===== src/rtl/pll_phase_ctrl.sv =====
// ECP5 EHXPLLL bring-up and phase-step sequencer.
// Resets the PLL until lock, then turns step requests into PHASESTEP pulses.
module pll_phase_ctrl #(
  parameter int RST_CYCLES   = 16,
  parameter int LOCK_STABLE  = 8,
  parameter int LOCK_TIMEOUT = 65535,
  parameter int SETUP_CYCLES = 2,
  parameter int STEP_CYCLES  = 4,
  parameter int HOLD_CYCLES  = 4,
  parameter int PHASE_STEPS  = 16
) (
  input  logic       clk,
  input  logic       rst,
  input  logic       req_valid,
  output logic       req_ready,
  input  logic [1:0] req_sel,
  input  logic       req_dir,
  input  logic [3:0] req_count,
  input  logic       pll_lock,
  output logic       pll_rst,
  output logic [1:0] pll_phasesel,
  output logic       pll_phasedir,
  output logic       pll_phasestep,
  output logic       locked,
  output logic       busy,
  output logic [6:0] phase_pos,
  output logic [3:0] retries
);

  typedef enum logic [2:0] {
    S_RESET,
    S_WAIT_LOCK,
    S_IDLE,
    S_SETUP,
    S_PULSE,
    S_HOLD
  } state_t;

  localparam logic [15:0] RST_LAST   = 16'(RST_CYCLES - 1);
  localparam logic [15:0] STAB_LAST  = 16'(LOCK_STABLE - 1);
  localparam logic [15:0] TMO_LAST   = 16'(LOCK_TIMEOUT - 1);
  localparam logic [15:0] SETUP_LAST = 16'(SETUP_CYCLES - 1);
  localparam logic [15:0] STEP_LAST  = 16'(STEP_CYCLES - 1);
  localparam logic [15:0] HOLD_LAST  = 16'(HOLD_CYCLES - 1);
  localparam logic [6:0]  POS_LAST   = 7'(PHASE_STEPS - 1);

  state_t      state_q, state_d;
  logic        lock_meta_q, lock_meta_d;
  logic        lock_sync_q, lock_sync_d;
  logic [15:0] cnt_q, cnt_d;
  logic [15:0] stab_q, stab_d;
  logic [3:0]  rem_q, rem_d;
  logic [1:0]  sel_q, sel_d;
  logic        dir_q, dir_d;
  logic [6:0]  pos_q, pos_d;
  logic [3:0]  retries_q, retries_d;
  logic        run_st;

  assign run_st = (state_q == S_SETUP) || (state_q == S_PULSE) ||
                  (state_q == S_HOLD);

  assign pll_rst       = (state_q == S_RESET);
  assign req_ready     = (state_q == S_IDLE) && lock_sync_q;
  assign busy          = run_st;
  assign locked        = (state_q == S_IDLE) || run_st;
  assign pll_phasestep = (state_q == S_PULSE);
  assign pll_phasesel  = sel_q;
  assign pll_phasedir  = dir_q;
  assign phase_pos     = pos_q;
  assign retries       = retries_q;

  // Next-state: bring-up sequencing, step timing and phase bookkeeping.
  always_comb begin
    state_d     = state_q;
    lock_meta_d = pll_lock;
    lock_sync_d = lock_meta_q;
    cnt_d       = cnt_q;
    stab_d      = stab_q;
    rem_d       = rem_q;
    sel_d       = sel_q;
    dir_d       = dir_q;
    pos_d       = pos_q;
    retries_d   = retries_q;

    unique case (state_q)
      S_RESET: begin
        if (cnt_q == RST_LAST) begin
          state_d = S_WAIT_LOCK;
          cnt_d   = '0;
          stab_d  = '0;
        end else begin
          cnt_d = cnt_q + 16'd1;
        end
      end
      S_WAIT_LOCK: begin
        stab_d = lock_sync_q ? stab_q + 16'd1 : '0;
        cnt_d  = cnt_q + 16'd1;
        if (lock_sync_q && (stab_q == STAB_LAST)) begin
          state_d = S_IDLE;
          cnt_d   = '0;
        end else if (cnt_q == TMO_LAST) begin
          state_d = S_RESET;
          cnt_d   = '0;
          if (retries_q != 4'hf) begin
            retries_d = retries_q + 4'd1;
          end
        end
      end
      S_IDLE: begin
        if (req_valid && req_ready) begin
          sel_d = req_sel;
          dir_d = req_dir;
          rem_d = req_count;
          cnt_d = '0;
          if (req_count != 4'd0) begin
            state_d = S_SETUP;
          end
        end
      end
      S_SETUP: begin
        if (cnt_q == SETUP_LAST) begin
          state_d = S_PULSE;
          cnt_d   = '0;
        end else begin
          cnt_d = cnt_q + 16'd1;
        end
      end
      S_PULSE: begin
        if (cnt_q == STEP_LAST) begin
          state_d = S_HOLD;
          cnt_d   = '0;
          rem_d   = rem_q - 4'd1;
          if (sel_q == 2'd0) begin
            if (dir_q) begin
              pos_d = (pos_q == POS_LAST) ? '0 : pos_q + 7'd1;
            end else begin
              pos_d = (pos_q == 7'd0) ? POS_LAST : pos_q - 7'd1;
            end
          end
        end else begin
          cnt_d = cnt_q + 16'd1;
        end
      end
      S_HOLD: begin
        if (cnt_q == HOLD_LAST) begin
          cnt_d   = '0;
          state_d = (rem_q != 4'd0) ? S_SETUP : S_IDLE;
        end else begin
          cnt_d = cnt_q + 16'd1;
        end
      end
      default: begin
        state_d = S_RESET;
        cnt_d   = '0;
      end
    endcase

    // Losing lock after bring-up restarts the PLL; its phase returns to 0.
    if (!lock_sync_q && ((state_q == S_IDLE) || run_st)) begin
      state_d = S_RESET;
      cnt_d   = '0;
      rem_d   = '0;
      pos_d   = '0;
    end
  end

  // State and datapath registers.
  always_ff @(posedge clk or posedge rst) begin
    if (rst) begin
      state_q     <= S_RESET;
      lock_meta_q <= 1'b0;
      lock_sync_q <= 1'b0;
      cnt_q       <= '0;
      stab_q      <= '0;
      rem_q       <= '0;
      sel_q       <= '0;
      dir_q       <= 1'b0;
      pos_q       <= '0;
      retries_q   <= '0;
    end else begin
      state_q     <= state_d;
      lock_meta_q <= lock_meta_d;
      lock_sync_q <= lock_sync_d;
      cnt_q       <= cnt_d;
      stab_q      <= stab_d;
      rem_q       <= rem_d;
      sel_q       <= sel_d;
      dir_q       <= dir_d;
      pos_q       <= pos_d;
      retries_q   <= retries_d;
    end
  end

endmodule


===== config.mk =====
export PLATFORM = sky130hd
export DESIGN_NAME = pll_phase_ctrl
export DESIGN_NICKNAME = d
export VERILOG_FILES = /design/src/rtl/pll_phase_ctrl.sv
export SDC_FILE = /design/constraint.sdc
export NUM_CORES = 1
export LEC_CHECK = 0
export ABC_AREA = 1
export CORE_ASPECT_RATIO = 0.5
export CORE_MARGIN = 4
export CORE_UTILIZATION = 40
export DETAILED_ROUTE_END_ITERATION = 8
export PLACE_DENSITY = 0.61
export SLEW_MARGIN = 20
export SYNTH_ARGS = -nofsm -noshare
export SYNTH_HDL_FRONTEND = slang
export SYNTH_SLANG_ARGS = --single-unit
export TNS_END_PERCENT = 30

===== constraint.sdc =====
create_clock -name clk -period 1.6 [get_ports clk]
set_clock_uncertainty 0.15 [all_clocks]
set_input_delay 0.16 -clock clk [delete_from_list [all_inputs] [get_ports clk]]
set_output_delay 0.16 -clock clk [all_outputs]
set_load 0.005 [all_outputs]

Word-level counts from Yosys, hierarchy flattened
Cells that the tools add are included.

operators by class
  $add $sub $neg = 6
  eq/ne operators = 20
  multiplexer cells = 33
  bitwise gates (word level) = 1
  reduce and logical (&&, ||, !) cells = 25

operators by type and width
  operator                                                                 number
  16-bit two-way mux                                                       9
  16-bit case mux with 5 select lines                                      1
  7-bit two-way mux                                                        7
  16-bit by 1-bit adder with 16-bit output, second input constant          2
  16-bit case mux with 2 select lines                                      1
  3-bit two-way mux                                                        9
  3-bit by 1-bit inequality test with 1-bit output, second input constant  6
  3-bit case mux with 6 select lines                                       1
  16-bit by 1-bit equality test with 1-bit output, second input constant   1
  16-bit equality test, second input constant                              1
  16-bit by 2-bit equality test with 1-bit output, second input constant   1
  16-bit by 3-bit equality test with 1-bit output, second input constant   1
  16-bit by 4-bit equality test with 1-bit output, second input constant   1
  4-bit two-way mux                                                        3
  4-bit inequality test, second input constant                             2
  4-bit case mux with 2 select lines                                       1
  2-bit nonzero test                                                       4
  4-bit nonzero test                                                       2
  7-bit by 1-bit adder with 7-bit output, second input constant            1
  7-bit by 4-bit equality test with 1-bit output, second input constant    1
  7-bit logical NOT                                                        1
  7-bit AND reduction                                                      1
  7-bit by 1-bit subtractor with 7-bit output, second input constant       1
  3-bit by 2-bit equality test with 1-bit output, second input constant    2
  17 further kinds                                                         25

storage, ports and cells
  bits in registers = 55
  bits of input ports = 11
  word-level logic and storage cells = 95

Longest topological paths before layout
  depth in word-level cells = 7
  gate-level depth with buffers = 13

Worst setup path after synthesis
Ideal clock, no wire load.

  path kind = flip-flop to flip-flop
  start = register cnt_q[0]
  end = register cnt_q[6]
  setup time = 129 ps
  data arrival time = 1489 ps
  required time = 1321 ps
  slack = -168 ps
  cell stages (with the launch flop) = 12
  path buffers = 1
  clock period less this slack = 1768 ps
  path through = dfrtp_1 ha_1 nand3_1 nor2_1 nand2_1 nand2_1 nand2_1 inv_1 nand3_1 nand2_2 buf_6 o22ai_2

between the ends
  cells in the longest elaborated chain, start to end = 5

RTL lines
  what                                                                                     line  RTL
  start: declaration                                                                       50    logic [15:0] cnt_q, cnt_d;
  start signal: assignment                                                                 184   cnt_q <= cnt_d;
  16-bit by 1-bit adder with 16-bit output / 16-bit equality test (equally long branches)  -
  16-bit two-way mux                                                                       101   end else if (cnt_q == TMO_LAST) begin
  16-bit two-way mux                                                                       98    if (lock_sync_q && (stab_q == STAB_LAST)) begin
  16-bit case mux with 5 select lines *                                                    85    unique case (state_q)
  16-bit two-way mux *                                                                     159   if (!lock_sync_q && ((state_q == S_IDLE) || run_st)) begin

Every way passes the cells marked *; elsewhere a longest branch is shown, timed or not.
A chain may end at the register's enable or synchronous reset.

Final worst setup path
  start = register state_q[2]
  end = register state_q[2]

between the ends
  cells in the longest elaborated chain, start to end = 7

RTL lines
  what                                                                                                        line    RTL
  start: declaration                                                                                          47      state_t state_q, state_d;
  start signal: assignment                                                                                    181     state_q <= state_d;
  3-bit by 2-bit equality test with 1-bit output / 3-bit equality test (equally long branches)                59, 85
  1-bit logical OR (2 in series)                                                                              59      assign run_st = (state_q == S_SETUP) || (state_q == S_PULSE) ||
  1-bit logical OR                                                                                            159
  1-bit logical AND                                                                                           159
  4-bit inequality test (no line) / 3-bit by 1-bit inequality test with 1-bit output (equally long branches)  -
  7-bit AND reduction (no line)                                                                               -

Parallel ways exist; a longest one is shown, timed or not.

==> metrics.md <==
| Metric | Value |
|---|---|
| WP data arrival | 1.97 ns |
| Clock Path Buffers | 2 |
| Mapped Avg Cell Area | 7.502 sq um |
| Endpoints failing setup | 59 |
| DRT Pass-1 Iters | 5 |
| GP Congestion | 0.8328 |
| Dominant synthesized flop cell | dfrtp_1 |
| Die area | 10510 sq um |
| Syn Nets | 492 |
| Grt total ovfl | 0 |
| Detailed-route via count | 3722 |
| Avg WL per Cell | 13.47 microns |
| Final Hold Vio Count | 0 |
| Slowest cell on crit path | dfrtp_2 |
| I/O Buffers | 29 |
| Initial DRC count | 286 |
| Setup Crit Path Kind | reg2reg |
| Status | finished, violations left |
| Synthesis-stage register bit count | 55 |
| Nets@finish | 665 |
| Total GRT Usage | 19.38% |
| Row Count | 23 |
| Routed wire length | 10210 microns |
| Seq/Total Area, Yosys | 38.87% |
| Max Cap Violations | 0 |
| Post-Syn Area | 3541 sq um |
| CP Max Fanout | 6 |
| Die W | 141.1 microns |
| First-pass GRT wire length | 16240 microns |
| Pin count of the biggest net entering global routing | 42 |
| Vias in the first global route | 3463 |
| Maximum VDD drop | 0.0004516 V |
| Worst slew margin | 76.83% |
| Number of enable flip-flop cells after synthesis | 0 |
| Total leakage power | 2.617 nW |
| Slew Limit Fails | 0 |
| Hold_ws | 0.1445 ns |
| Placed cell areas | 4935 sq um |
| Initial core utilization | 42.72% |
| RSZ-0062 raised after global routing | yes |
| Post-synth ARST share | 100.0% |
| Violated checks | setup timing |
| CTS tree | done |
| CP Capture Type | flop |
| Synthesis-to-finish area growth | 58.90% |
| Clk Latency, worst-skew pair | 0.30 ns |
| WP data required | 1.65 ns |
| Final Critical Period | 1.921 ns |
| Ports | 30 |
| Max incr delay on CP | 0.48 ns |
| Tcrit/Tclk final | 120.0% |
| # clock sinks | 55 |
| Slew @ Worst Pin | 0.3439 ns |
| Core region area | 8288 sq um |
| Share of layout cells above drive strength 1 | 41.33% |
| Initial antenna violation count | 0 |
| Post-route design area | 5627 sq um |
| Worst min-delay path class | in2reg |
| Worst Setup Slack, final | -0.3206 ns |
| F_max | 520.7 MHz |
| CTS root buf | clkbuf_16 |
| DRT antenna net count | 0 |
| CP Launch Type | flop |
| Antenna Cells | 0 |
| Final HPWL DP | 7149 microns |
| Die height | 74.53 microns |
| Yosys Warn Count | 0 |
| Post-Synthesis Cells | 472 |
| CTS buffer count | 5 |
| Vias/cell | 4.910 |
| Critical Path, Cell by Cell | nand2_4 -> nand3_4 -> nand2_4 -> inv_4 -> buf_4 -> nor2_1 -> nor3b_4 -> buf_4 -> nand3_2 -> nand2_1 |
| Deepest level of the CTS H-tree | 2 |
| Reg clk slew, reported paths | 0.08 ns |
| Pwr/cell area | 458.5 nW/um^2 |
| DRC viols | 0 |
| Synth unique cells | 40 |
==> per-stage QoR <==
stage / setup TNS [ns] / total power [mW] / util [%] / setup WS [ns] / instances
after CTS: -7.356 / 2.604 / 64.42 / -0.2516 / 750
after floorplan: -4.255 / 1.450 / - / -0.08827 / 472
after global routing: -15.25 / 2.685 / 67.89 / -0.3903 / 758
after global placement: -10.07 / 1.503 / 59.54 / -0.3215 / 729
after detailed placement: -11.63 / 1.504 / 59.54 / -0.3913 / 729
final: -9.642 / 2.580 / 67.89 / -0.3206 / 758
==> registers in the layout (all words and copies together), names as in the netlist <==
register and cells:
cnt_q 16, lock_sync_q 1, stab_q 16, retries 4, pll_phasedir 1, lock_meta_q 1
state_q 3, phase_pos 7, rem_q 4, pll_phasesel 2
==> logic make-up (layout without fill, tap and decap cells) <==
family | count (synthesis) | in the layout | synth area share, %
simple gates | 234 | 234 | 30.04
compound gates | 78 | 78 | 13.46
buf+inv | 74 | 248 | 8.799
flops | 55 | 55 | 38.87
xor+xnor | 19 | 19 | 4.700
fa+ha+maj | 9 | 9 | 3.180
mux | 3 | 3 | 0.9540
==> area by class of cell <==
cell class                      instances  area [sq um]
Timing Repair Buffer                  175          1484
Inverter                               65         251.5
Fill cell                             653          2661
Clock inverter                          2         12.51
Multi-Input combinational cell        343          2223
Clock buffer                            6         128.9
Tap cell                              112         140.1
Sequential cell                        55          1386
==> cells in the mapped netlist (3+ instances only) <==
library cell | n | share of area (%)
nand3_2 | 4 | 1.1
o21ai_0 | 27 | 3.8
nand2_1 | 90 | 9.5
a31oi_1 | 4 | 0.71
ha_1 | 9 | 3.2
xnor2_1 | 6 | 1.5
o21ai_1 | 7 | 0.99
inv_1 | 59 | 6.3
mux2_2 | 3 | 0.95
nor2_1 | 59 | 6.3
nand4_1 | 10 | 1.8
buf_6 | 3 | 0.95
nand2_2 | 3 | 0.53
a21oi_2 | 7 | 1.7
buf_2 | 4 | 0.57
xor2_1 | 13 | 3.2
dfrtp_1 | 55 | 39
inv_2 | 5 | 0.53
o22ai_2 | 3 | 1.1
nor2_2 | 5 | 0.88
a21oi_1 | 18 | 2.5
nor3_1 | 5 | 0.71
nand3_1 | 50 | 7.1
o22ai_1 | 3 | 0.53
==> routing by layer <==
metal  up-vias  wire length, microns  GRT usage [%]
met4         0                   120          5.371
li1       1904                     -              -
met2        67                  4728          32.00
met5         -                     0              0
met1      1742                  4981          26.48
met3         9                   378          3.725
==> cells in the final DEF (no fill, tap or decap), types with 11 or more instances in the layout <==
| cell type | synthesis | routed |
|---|---|---|
| o21ai_1 | 7 | 11 |
| nand2_2 | 3 | 14 |
| nand2_1 | 90 | 75 |
| buf_6 | 3 | 25 |
| dfrtp_1 | 55 | 47 |
| xor2_1 | 13 | 12 |
| buf_4 | 1 | 120 |
| o21ai_0 | 27 | 19 |
| nor2_1 | 59 | 43 |
| a21oi_1 | 18 | 17 |
| nor2_4 | 2 | 13 |
| nand3_1 | 50 | 39 |
| clkdlybuf4s50_1 | 0 | 21 |
| inv_1 | 59 | 52 |
==> power by group <==
part	leakage, nW	switching [mW]	total (mW)	internal [mW]
sequential	0.711	0.00306	1.39	1.39
combinational	1.84	0.0452	0.0836	0.0384
clock	0.0669	0.522	1.10	0.580
total	2.62	0.570	2.58	2.01
==> path summary, 6_finish.rpt <==
path / slack [ns] / cells past startpoint / to / startpoint
min: 0.14 / 1 / lock_meta_q / pll_lock
min reg2reg: 0.20 / 0 / lock_sync_q / lock_meta_q
max in group asynchronous: 0.29 / 4 / cnt_q[1] / rst
max: -0.32 / 10 / state_q[2] / state_q[2]
max reg2reg: -0.32 / 10 / state_q[2] / state_q[2]
min in group asynchronous: 0.50 / 3 / phase_pos[5] / rst
==> critical path, delay by kind of cell (launching register included) <==
kind                   cells  cell delay, ns
and+or+nand+nor            7            0.84
DFF                        1            0.48
buffers and inverters      3            0.33
==> timing repair <==
item                       CTS  global route
hold buffers                 1             0
resized for setup           80            62
hold endpoints to repair     7             0
setup endpoints to repair   64            65
pin swaps                   21            33
buffers inserted            14             8
No activity file was read; power rests on OpenSTA's default activity.
